===== src/rtl/ahbl_pkg.sv =====
// Shared AHB-Lite encodings and controller state type for the SRAM slave.
package ahbl_pkg;

  localparam logic [1:0] HTRANS_IDLE   = 2'd0;
  localparam logic [1:0] HTRANS_BUSY   = 2'd1;
  localparam logic [1:0] HTRANS_NONSEQ = 2'd2;
  localparam logic [1:0] HTRANS_SEQ    = 2'd3;

  localparam logic [2:0] HSIZE_BYTE = 3'd0;
  localparam logic [2:0] HSIZE_HALF = 3'd1;
  localparam logic [2:0] HSIZE_WORD = 3'd2;

  localparam logic HRESP_OKAY  = 1'b0;
  localparam logic HRESP_ERROR = 1'b1;

  // WR is the write data phase, COLL the cycle after a write/read port collision,
  // ERR1/ERR2 the two cycles of an ERROR response.
  typedef enum logic [2:0] {
    ST_IDLE,
    ST_RD,
    ST_WR,
    ST_COLL,
    ST_ERR1,
    ST_ERR2
  } state_e;

endpackage


===== src/rtl/ahbl_byte_lanes.sv =====
// Byte-lane strobe and alignment check for one AHB address phase.
module ahbl_byte_lanes
  import ahbl_pkg::*;
(
  input  logic [2:0] hsize,
  input  logic [1:0] addr_lo,
  output logic [3:0] mask,
  output logic       illegal
);

  // Decode transfer size and low address bits into lanes; flag misalignment and oversize.
  always_comb begin
    mask    = 4'b0000;
    illegal = 1'b0;
    case (hsize)
      HSIZE_BYTE: mask = 4'b0001 << addr_lo;
      HSIZE_HALF: begin
        mask    = addr_lo[1] ? 4'b1100 : 4'b0011;
        illegal = addr_lo[0];
      end
      HSIZE_WORD: begin
        mask    = 4'b1111;
        illegal = (addr_lo != 2'b00);
      end
      default: illegal = 1'b1;
    endcase
  end

endmodule


===== src/rtl/ahbl_sram_ctrl.sv =====
// AHB-Lite slave front end for a single-port 32-bit SRAM macro with 1-cycle read latency.
// Reads issue in the address phase; writes issue in the data phase, so a read
// right behind a write collides on the port and costs one wait state.
module ahbl_sram_ctrl
  import ahbl_pkg::*;
#(
  parameter int AW = 12
) (
  input  logic          HCLK,
  input  logic          HRESET,
  input  logic          HSEL,
  input  logic [31:0]   HADDR,
  input  logic [1:0]    HTRANS,
  input  logic          HWRITE,
  input  logic [2:0]    HSIZE,
  input  logic          HREADY,
  input  logic [31:0]   HWDATA,
  output logic [31:0]   HRDATA,
  output logic          HREADYOUT,
  output logic          HRESP,
  output logic          SRAM_EN,
  output logic [3:0]    SRAM_WE,
  output logic [AW-1:0] SRAM_A,
  output logic [31:0]   SRAM_Di,
  input  logic [31:0]   SRAM_Do
);

  state_e        state_q, state_d;
  logic [AW-1:0] dp_addr_q;
  logic [3:0]    dp_mask_q;
  logic [3:0]    lane_mask;
  logic          illegal, accept, coll, acc_pt, cap;

  // Upper address bits alias onto the array; HTRANS[0] only separates NONSEQ/SEQ.
  logic unused_ok;
  assign unused_ok = ^{HADDR[31:AW+2], HTRANS[0]};

  ahbl_byte_lanes u_lanes (
    .hsize   (HSIZE),
    .addr_lo (HADDR[1:0]),
    .mask    (lane_mask),
    .illegal (illegal)
  );

  assign accept = HSEL & HTRANS[1] & HREADY;
  // A read arriving while the write owns the port; independent of HREADY so the
  // stall never loops back through the bus ready mux.
  assign coll   = (state_q == ST_WR) & HSEL & HTRANS[1] & ~HWRITE;

  // Bus response: ready/error/read data from the data-phase state only.
  always_comb begin
    HREADYOUT = 1'b1;
    HRESP     = HRESP_OKAY;
    HRDATA    = '0;
    if (!HRESET) begin
      case (state_q)
        ST_RD:   HRDATA = SRAM_Do;
        ST_WR:   HREADYOUT = ~coll;
        ST_ERR1: begin
          HREADYOUT = 1'b0;
          HRESP     = HRESP_ERROR;
        end
        ST_ERR2: HRESP = HRESP_ERROR;
        default: ;
      endcase
    end
  end

  // Next state and SRAM port drive; reset blanks the port so no write lands.
  always_comb begin
    state_d = state_q;
    cap     = 1'b0;
    acc_pt  = 1'b0;
    SRAM_EN = 1'b0;
    SRAM_WE = 4'b0000;
    SRAM_A  = '0;
    SRAM_Di = '0;
    case (state_q)
      ST_ERR1: state_d = ST_ERR2;
      ST_WR: begin
        SRAM_EN = 1'b1;
        SRAM_WE = dp_mask_q;
        SRAM_A  = dp_addr_q;
        SRAM_Di = HWDATA;
        if (coll) state_d = ST_COLL;
        else      acc_pt  = 1'b1;
      end
      default: acc_pt = 1'b1;
    endcase
    if (acc_pt) begin
      if (!accept) begin
        state_d = ST_IDLE;
      end else if (illegal) begin
        state_d = ST_ERR1;
      end else if (HWRITE) begin
        state_d = ST_WR;
        cap     = 1'b1;
      end else begin
        state_d = ST_RD;
        SRAM_EN = 1'b1;
        SRAM_WE = 4'b0000;
        SRAM_A  = HADDR[AW+1:2];
      end
    end
    if (HRESET) begin
      SRAM_EN = 1'b0;
      SRAM_WE = 4'b0000;
      SRAM_A  = '0;
      SRAM_Di = '0;
    end
  end

  // State register plus write address/lanes held for the data phase.
  always_ff @(posedge HCLK) begin
    if (HRESET) begin
      state_q   <= ST_IDLE;
      dp_addr_q <= '0;
      dp_mask_q <= 4'b0000;
    end else begin
      state_q <= state_d;
      if (cap) begin
        dp_addr_q <= HADDR[AW+1:2];
        dp_mask_q <= lane_mask;
      end
    end
  end

endmodule

===== config.mk =====
export PLATFORM = sky130hd
export DESIGN_NAME = ahbl_sram_ctrl
export DESIGN_NICKNAME = d
export VERILOG_FILES = /design/src/rtl/ahbl_pkg.sv /design/src/rtl/ahbl_byte_lanes.sv /design/src/rtl/ahbl_sram_ctrl.sv
export SDC_FILE = /design/constraint.sdc
export NUM_CORES = 1
export LEC_CHECK = 0
export BUFFER_PORTS_ARGS = -buffer_cell sky130_fd_sc_hd__buf_2
export CELL_PAD_IN_SITES_DETAIL_PLACEMENT = 0
export CELL_PAD_IN_SITES_GLOBAL_PLACEMENT = 1
export CORE_MARGIN = 4
export CORE_UTILIZATION = 22
export DETAILED_ROUTE_END_ITERATION = 6
export PLACE_DENSITY_LB_ADDON = 0.1
export SLEW_MARGIN = 20
export SYNTH_ARGS = -nofsm -noshare
export SYNTH_HDL_FRONTEND = slang
export SYNTH_HIERARCHICAL = 1
export SYNTH_SLANG_ARGS = --single-unit

===== constraint.sdc =====
create_clock -name HCLK -period 1.69 [get_ports HCLK]
set_input_delay 0.2535 -clock HCLK [delete_from_list [all_inputs] [get_ports HCLK]]
set_output_delay 0.2535 -clock HCLK [all_outputs]
set_load 0.02 [all_outputs]

; ---- Word-level counts from Yosys, hierarchy flattened
; Index checks and enable logic that the tools add are counted.
[word_totals]
regBits = 19
in_bits = 106
output_inout_bits = 83
wordCells = 64
[op_classes]
n_eq_ne = 7
shifts = 1
muxes = 41
bitwise_logic = 7
reduce_logical = 5
[ops]
columns = cell, n
row1 = $mux W32, 4
row2 = $mux W12, 6
row3 = $mux W4, 7
row4 = $mux W1, 14
row5 = $mux W3, 4
row6 = $pmux W4 S3, 1
row7 = $eq A3 B1 Y1 const B, 2
row8 = $eq A3 B2 Y1 const B, 2
row9 = $eq A3 B3 Y1 const B, 2
row10 = $pmux W3 S2, 1
row11 = $and A1 B1 Y1, 5
row12 = $pmux W1 S2, 2
row13 = $shl A1 B2 Y4 const A, 1
row14 = $logic_not A3 Y1, 1
row15 = $ne A3 B3 Y1 const B, 1
row16 = $pmux W1 S3, 1
row17 = $reduce_bool A3 Y1, 1
row18 = $mux W2, 1
row19 = $not A1 Y1, 2
row20 = $reduce_and A2 Y1, 1
row21 = $reduce_bool A2 Y1, 1
row22 = $reduce_or A2 Y1, 1

; ---- Depth between registers and ports, before layout
; Gate-level depths: netlist (run 1).
[depth]
depth_word = 8
mapped_depth = 6
depth_no_buf = 5

; ---- Modules after synthesis
; The synthesis (run 1) kept the hierarchy.
[modules_own_cells]
columns = module, n_inst, cells_per_inst, area_per_inst_um2, seq_area_each_um2
row1 = ahbl_sram_ctrl, 1, 204, 1655.3, 380.4
row2 = ahbl_byte_lanes, 1, 15, 77.6, 0.0

; ---- Worst setup path before layout (run 1)
; Ideal clock, no wire load.
[synth_path]
path_kind = input to output
start = input HSIZE[0]
end = output SRAM_A[10]
t_arrival_ns = 1.733
t_required_ns = 1.436
setup_slack_ns = -0.297
cell_stages = 6
path_buffers = 1
path_cell_list = nor3_1 o21bai_1 and4b_2 nand2_1 buf_2 o31ai_1
[synth_via]
elab_chain_len = 6
word_cells_on_any_way = 8
cone_classes = 2 x eq/ne / 5 x mux / 1 x reduce/logical
[synth_rtl]
columns = element, line_no
row1 = from (decl), ahbl_sram_ctrl.sv:15  ; input logic [2:0] HSIZE,
row2 = "$eq A3 B2 Y1, or another cell as far along", ahbl_byte_lanes.sv:15  ; case (hsize)
row3 = $pmux W1 S3 *, ahbl_byte_lanes.sv:15
row4 = net illegal, ahbl_sram_ctrl.sv:32  ; logic illegal, accept, coll, acc_pt, cap;
row5 = $mux W12 *, ahbl_sram_ctrl.sv:93  ; end else if (illegal) begin
row6 = $mux W12 *, ahbl_sram_ctrl.sv:91  ; if (!accept) begin
row7 = $mux W12 *, ahbl_sram_ctrl.sv:90  ; if (acc_pt) begin
row8 = $mux W12 *, ahbl_sram_ctrl.sv:105  ; if (HRESET) begin
row9 = to (decl), ahbl_sram_ctrl.sv:23  ; output logic [AW-1:0] SRAM_A,
; Mark *: on every way through the listed nets, which the timed path passes. The rest lies on a longest branch.

; ---- Worst setup path after layout (run 1)
[layout_path]
start = register state_q[2]
end = output SRAM_Di[9]
[layout_via]
elab_chain_len = 3
[layout_rtl]
columns = element, line_no
row1 = from (decl), ahbl_sram_ctrl.sv:28  ; state_e state_q, state_d;
row2 = from (signal assigned), ahbl_sram_ctrl.sv:120  ; state_q <= state_d;
row3 = $eq A3 B2 Y1, ahbl_sram_ctrl.sv:78  ; case (state_q)
row4 = $mux W32, ahbl_sram_ctrl.sv:78
row5 = $mux W32, ahbl_sram_ctrl.sv:105
row6 = to (decl), ahbl_sram_ctrl.sv:24  ; output logic [31:0] SRAM_Di,
; Every way passes these cells.

==> run_results.csv, run 1 <==
group,metric,value,unit
global_route,grt_pass1_wl,11000,um
cells_and_area,layout-drive-gt1-share,63.7,%
worst_setup_path,reg2reg_depth,5,
synthesis,async_reset_ff_share,0,%
global_route,grt_pass1_vias,2383,
global_route,track_usage,13.8,%
job,maxCapViolations,0,
synthesis,synthTopCellsByArea,"and2_1 25%, dfxtp_1 22%, nand2b_1 13%, mux2i_1 9.2%, o31ai_1 5.6%",
drt,firstDrtPassIters,4,
min_path,holdCritPathClass,"input port to flop",
synthesis,syn-num-nets,325,
drt,drt_iter0_drc,36,
sta,period_needed,1.82,ns
power_and_ir_drop,peakVddDrop,149,uV
sta,layout_setup_ws,-0.130,ns
cells_and_area,fill_cells,738,
global_route,grtUsageMet3,3.89,%
die,dieHeight,96.8,um
synthesis,netlist_area,1730,um2
sta,fmax,550,MHz
synthesis,synth_cell_types,33,
cells_and_area,final_net_count,509,
worst_setup_path,critPathLaunchType,"flop",
synthesis,synthCells,219,
clocking,cts_max_path_buffers,2,
worst_setup_path,critPathKind,"flop to primary output",
die,die_w,96.8,um
sta,period_share,108,%
min_path,holdCritStartpoint,"HADDR[3]",
placed_design,dp_hpwl,4690,um
clocking,clock_sinks,19,
clocking,cts.clk_slew.worst_paths,0.07,ns
worst_setup_path,cp_common_cell,"buf_6",
worst_setup_path,cp.arrival,1.57,ns
sta,hold_viol,0,
synthesis,ys_ff_latch,19,
global_route,globalRouteMet1Util,16.5,%
worst_setup_path,slowest_stage,"dfxtp_4",
synthesis,yosysWarnings,6,
clocking,cts-root-buf,"clkbuf_8",
worst_setup_path,path_buf_inv,4,
synthesis,synth_common_cells,"69 x and2_1, 35 x nand2b_1, 19 x dfxtp_1, 16 x mux2i_1, 16 x nand2_1",
power_and_ir_drop,p_leak,1.80,nW
synthesis,yosysMostFrequentCell,"and2_1",
die,core-area,7690,um2
placed_design,numPortBuffers,169,
clocking,postCtsHoldBufs,0,
die,die_area,9360,um2
sta,fin_skew,0.00107,ns
worst_setup_path,rr_endpoint,"dp_addr_q[3]",
global_route,top_usage_layer,"met2",
cells_and_area,areaGrowthSynthToFinish,113,%
worst_setup_path,cp_top_family,"buffers and inverters",
cells_and_area,antenna_cells,0,
drt,vias,2204,
sta,rsz0062_at_grt,"true",
synthesis,ys_seq_area_share,21.9,%
min_path,hold_depth,3,
global_route,grt_max_degree,39,
worst_setup_path,r2r_start,"state_q[2]",
drt,drc,0,
drt,wirelength,6720,um
global_route,gr-usage-met2,24.1,%
die,rows,32,
sta,hold_slack,0.315,ns
worst_setup_path,critPathMaxStageDelay,0.36,ns
global_route,grt.overflow.total,0,
min_path,hold_end,"dp_addr_q[1]",
placed_design,gp_congestion,0.751,
worst_setup_path,crit_fanout,6,
synthesis,synth_top_area_share,24.9,%
run_status,failed_checks,"negative setup slack",
worst_setup_path,cp.required,1.44,ns
worst_setup_path,path_cells,"nor4b_4, buf_6, buf_12, buf_16, and2_4, buf_6",
power_and_ir_drop,power_density,296,nW/um2
sta,final_max_slew_viol_count,0,
die,ios,189,
worst_setup_path,rrSetupSlack,0.08,ns
die,start_util,22.5,%
sta,worstMarginPinSlew,0.652,ns
global_route,antenna_found_initial,0,
synthesis,synth_top_area_cell,"and2_1",
drt,avgRoutedWirePerCell,13.3,um
sta,relSlewSlack,56.3,%
run_status,status,"complete, but fails checks",
sta,setup_tns,-6.70,ns
clocking,clock_latency,0.25,ns
synthesis,synth-edff-count,0,
worst_setup_path,endpoint_kind,"primary output",
drt,antenna_left,0,
clocking,cts_tree,"done",
clocking,numCtsBuffers,3,
synthesis,synth_top_flop_cell,"dfxtp_1",
drt,via_per_inst,4.37,
synthesis,syn_area_per_cell,7.91,um2
clocking,cts_max_level,1,
sta,finalSetupViolCount,81,
[worst max path at each step]
stage                           from  cells after the start  slack, ns    endpoint
final                     state_q[2]                      6      -0.13  SRAM_Di[9]
after floorplan             HSIZE[0]                      5      -0.13   SRAM_A[0]
after global placement      HSIZE[0]                      8      -0.26  SRAM_A[10]
after global routing      state_q[1]                      5      -0.18  HRDATA[22]
after detailed placement    HSIZE[0]                      8      -0.27  SRAM_A[11]
after CTS                   HSIZE[0]                      8      -0.15  SRAM_A[11]
[final cells by class]
class	instances	area (um2)	area share (%)
sequential	19	387	10.5
timing repair buffer	195	1600	43.3
multi-input combinational	181	1520	41.2
tap	102	128	3.46
inverter	3	11.3	0.305
clock buffer	4	45.0	1.22
[cells by family after synthesis]
kind of cell	synth area share, %
DFF	21.9
and+or+nand+nor	47.8
buffers and inverters	6.93
muxes	9.24
AOI/OAI and AO/OA	14.1
[timing repair]
action / 4_1_cts / 5_1_grt
gates resized for setup: 150 / 42
setup buffers: 5 / 3
pin swaps: 13 / 9
endpoints found under the setup margin: 82 / 82
endpoints found under the hold margin: 0 / 0
cloned: 3 / 1
[through the flow]
stage	setup WS (ns)	utilization [%]	instances	total power, mW	instance area (um2)
4_1_cts	-0.151	45.5	501	1.10	3500
2_1_floorplan	-0.128	-	219	0.590	1880
3_3_place_gp	-0.256	37.6	489	0.736	2890
5_1_grt	-0.181	48.0	504	1.16	3690
3_5_place_dp	-0.275	37.6	489	0.738	2890
6_report	-0.130	48.0	504	1.09	3690
[state kept, by name, summed over array words and instances, names as in the netlist]
register	flops
dp_addr_q	12
dp_mask_q	4
state_q	3
[per-layer routing]
layer	vias to the layer above	part of all wire, %	routed length (um)
met2	128	47	3140
met3	5	9.5	641
met1	979	43	2870
met5	-	0	0
met4	0	1.1	72
li1	1092	-	-
[tightest hold or removal path: stages]
cell and delay (ns):
buf_2 0.10, nand2b_1 0.09, mux2i_1 0.07
[where the power goes]
part	internal (mW)	total [mW]	switching (mW)
registers	0.451	0.457	0.00508
logic	0.166	0.311	0.145
clock network	0.168	0.324	0.157
[layout by cell type, fill, tap and decap left out, types with 2 or more instances in the layout]
| cell | n |
|---|---|
| and2_4 | 27 |
| buf_16 | 2 |
| o31ai_4 | 12 |
| nand2_2 | 3 |
| nand2b_4 | 2 |
| inv_1 | 3 |
| mux2i_1 | 16 |
| buf_12 | 6 |
| dfxtp_2 | 2 |
| o21ai_0 | 2 |
| nor4b_4 | 2 |
| buf_2 | 85 |
| nand2b_1 | 34 |
| buf_6 | 51 |
| dfxtp_1 | 16 |
| nand2_1 | 12 |
| nor2_1 | 5 |
| a21oi_1 | 7 |
| buf_8 | 3 |
| clkbuf_8 | 3 |
| and2_1 | 42 |
| buf_4 | 47 |
(Power assumes the default switching activity.)
==> run 2, diff against run 1 <==
- SKIP_LAST_GASP: default -> 1
==> run 2 against run 1 <==
  * Non-clock buffer count rose by 1
  * Sequential share of layout area up 0.44 points
  * Design area decreased by 4.0%
  * Highest routed layer unchanged
  * Clock power about the same
  * Critical path depth is the same
  * The flow still finishes with violations (negative setup slack)
  * Critical path type unchanged
  * Largest cell class is now multi-input gates
  * Clock-buffer cell count unchanged
  * Fmax shrank 0.82%
  * Setup slack lost 0.015 ns
  * Combinational power down 3%
  * Register-to-register slack improved by 0.03 ns
  * Die area unchanged
  * Via count fell by 0.23%
  * Largest power group unchanged
==> run_results.csv, run 2 (same netlist as run 1, synthesis figures left out) <==
group,metric,value,unit
clocking,clock_sinks,19,
worst_setup_path,critPathLaunchType,"flop",
die,die_area,9360,um2
drt,via_per_inst,4.35,
global_route,grt_pass1_wl,10900,um
sta,layout_setup_ws,-0.145,ns
cells_and_area,largest_reg_flops,12,
worst_setup_path,cp_top_family,"buffers and inverters",
global_route,grt.overflow.total,0,
drt,firstDrtPassIters,4,
worst_setup_path,endpoint_kind,"primary output",
sta,hold_viol,0,
die,ios,189,
power_and_ir_drop,peakVddDrop,150,uV
sta,fmax,545,MHz
sta,finalSetupViolCount,81,
placed_design,gp_congestion,0.751,
worst_setup_path,critPathKind,"flop to primary output",
worst_setup_path,cp_common_cell,"buf_6",
cells_and_area,layout-drive-gt1-share,62.8,%
placed_design,numPortBuffers,169,
die,die_w,96.8,um
global_route,grt_max_degree,39,
clocking,cts.clk_slew.worst_paths,0.07,ns
cells_and_area,register_area,387,um2
cells_and_area,fill_cells,768,
placed_design,dp_hpwl,4690,um
sta,hold_slack,0.318,ns
die,start_util,22.5,%
die,rows,32,
clocking,clock_latency,0.25,ns
drt,drc,0,
power_and_ir_drop,power_density,305,nW/um2
drt,avgRoutedWirePerCell,13.2,um
cells_and_area,multi_input_area,1500,um2
drt,wirelength,6680,um
global_route,track_usage,13.7,%
sta,fin_skew,0.00117,ns
clocking,cts-root-buf,"clkbuf_8",
run_status,failed_checks,"negative setup slack",
cells_and_area,top_regs,"dp_addr_q x12, dp_mask_q x4, state_q x3",
die,core-area,7690,um2
power_and_ir_drop,p_clk_share,29.8,%
sta,period_needed,1.83,ns
sta,relSlewSlack,57.4,%
cells_and_area,postLayoutCellArea,3540,um2
min_path,holdCritPathClass,"input port to flop",
cells_and_area,final_common_cell,"buf_2",
power_and_ir_drop,power.share.sequential,42.2,%
cells_and_area,final_net_count,510,
sta,final_max_slew_viol_count,0,
power_and_ir_drop,switching_share,27.9,%
drt,antenna_left,0,
power_and_ir_drop,p_switching,302,uW
cells_and_area,areaGrowthSynthToFinish,104,%
sta,worstMarginPinSlew,0.635,ns
sta,rsz0062_at_grt,"true",
clocking,postCtsHoldBufs,0,
worst_setup_path,slowest_stage,"dfxtp_4",
drt,drt_iter0_drc,30,
cells_and_area,layout_common_cells,"117 x buf_2, 44 x and2_1, 35 x buf_6",
global_route,grt_pass1_vias,2351,
cells_and_area,antenna_cells,0,
clocking,numCtsBuffers,3,
placed_design,placed_area,2890,um2
power_and_ir_drop,intPower,779,uW
clocking,cts_tree,"done",
job,maxCapViolations,0,
run_status,status,"complete, but fails checks",
worst_setup_path,crit_fanout,6,
sta,period_share,109,%
cells_and_area,max_flop_register,"dp_addr_q",
global_route,antenna_found_initial,0,
drt,vias,2199,
die,dieHeight,96.8,um
worst_setup_path,rrSetupSlack,0.11,ns
clocking,cts_max_level,1,
worst_setup_path,path_buf_inv,4,
power_and_ir_drop,p_leak,1.79,nW
worst_setup_path,critPathMaxStageDelay,0.36,ns
worst_setup_path,path_cells,"nor4b_4, buf_6, buf_12, buf_16, and2_4, buf_6",
power_and_ir_drop,combPwrFrac,28.0,%
worst_setup_path,cp.arrival,1.58,ns
clocking,cts_max_path_buffers,2,
worst_setup_path,cp.required,1.44,ns
==> run 2: cell count changes in the layout (fill, tap and decap cells not counted) <==
cell | previous run | this run
buf_6 | 51 | 35
nand2_1 | 12 | 14
and2_1 | 42 | 44
a21oi_4 | 1 | 0
a21oi_2 | 0 | 1
nand2_2 | 3 | 1
buf_8 | 3 | 1
buf_2 | 85 | 117
clkbuf_16 | 1 | 2
buf_4 | 47 | 33
and2_4 | 27 | 25
==> run 2: what timing repair did <==
action / 4_1_cts / 5_1_grt
setup buffers: 5 / 3
resized for setup: 77 / 58
pin swaps: 13 / 18
gates cloned: 3 / 2
setup endpoints to repair: 82 / 82
==> run 2: stage by stage <==
step           worst slack [ns]  utilization (%)  std cells  total power [mW]  TNS [ns]
2_1_floorplan            -0.128                -        219             0.590    -0.415
3_3_place_gp             -0.256             37.6        489             0.736     -2.70
3_5_place_dp             -0.275             37.6        489             0.738     -3.01
4_1_cts                  -0.160             42.7        501              1.09     -9.41
5_1_grt                  -0.202             46.0        505              1.15    -12.97
6_report                 -0.145             46.0        505              1.08     -7.58
==> run 2: power by group through the flow <==
stage | clock (mW) | combinational (mW) | sequential, mW
3_3_place_gp | 0 | 0.269 | 0.468
2_1_floorplan | 0 | 0.123 | 0.467
5_1_grt | 0.358 | 0.333 | 0.457
3_5_place_dp | 0 | 0.270 | 0.468
6_report | 0.322 | 0.303 | 0.456
4_1_cts | 0.344 | 0.288 | 0.456
==> run 2: cell type report <==
class                           count  share of cell area, %
Multi-Input combinational cell    181                   42.4
Sequential cell                    19                   10.9
Inverter                            3                  0.318
Clock buffer                        4                   1.27
Timing Repair Buffer              196                   41.5
Tap cell                          102                   3.61
==> run 2: per-layer routing <==
metal  vias up  GRT usage [%]  routed length (um)
met5         -              0                   0
met4         0           3.56                  47
met3         2           3.82                 669
met2       125           23.5                3160
met1       976           16.8                2810
li1       1096              -                   -
==> run 2: final timing paths <==
path,from,to,cells after the start
worst min register to register,dp_mask_q[3],dp_mask_q[3],2
worst max-delay path,state_q[2],SRAM_Di[13],6
worst min-delay path,HADDR[3],dp_addr_q[1],3
worst max register to register,state_q[2],dp_addr_q[3],5
==> run 2: tightest hold or removal path, stage by stage <==
cell	delay [ns]
buf_2	0.10
nand2b_1	0.09
mux2i_1	0.07
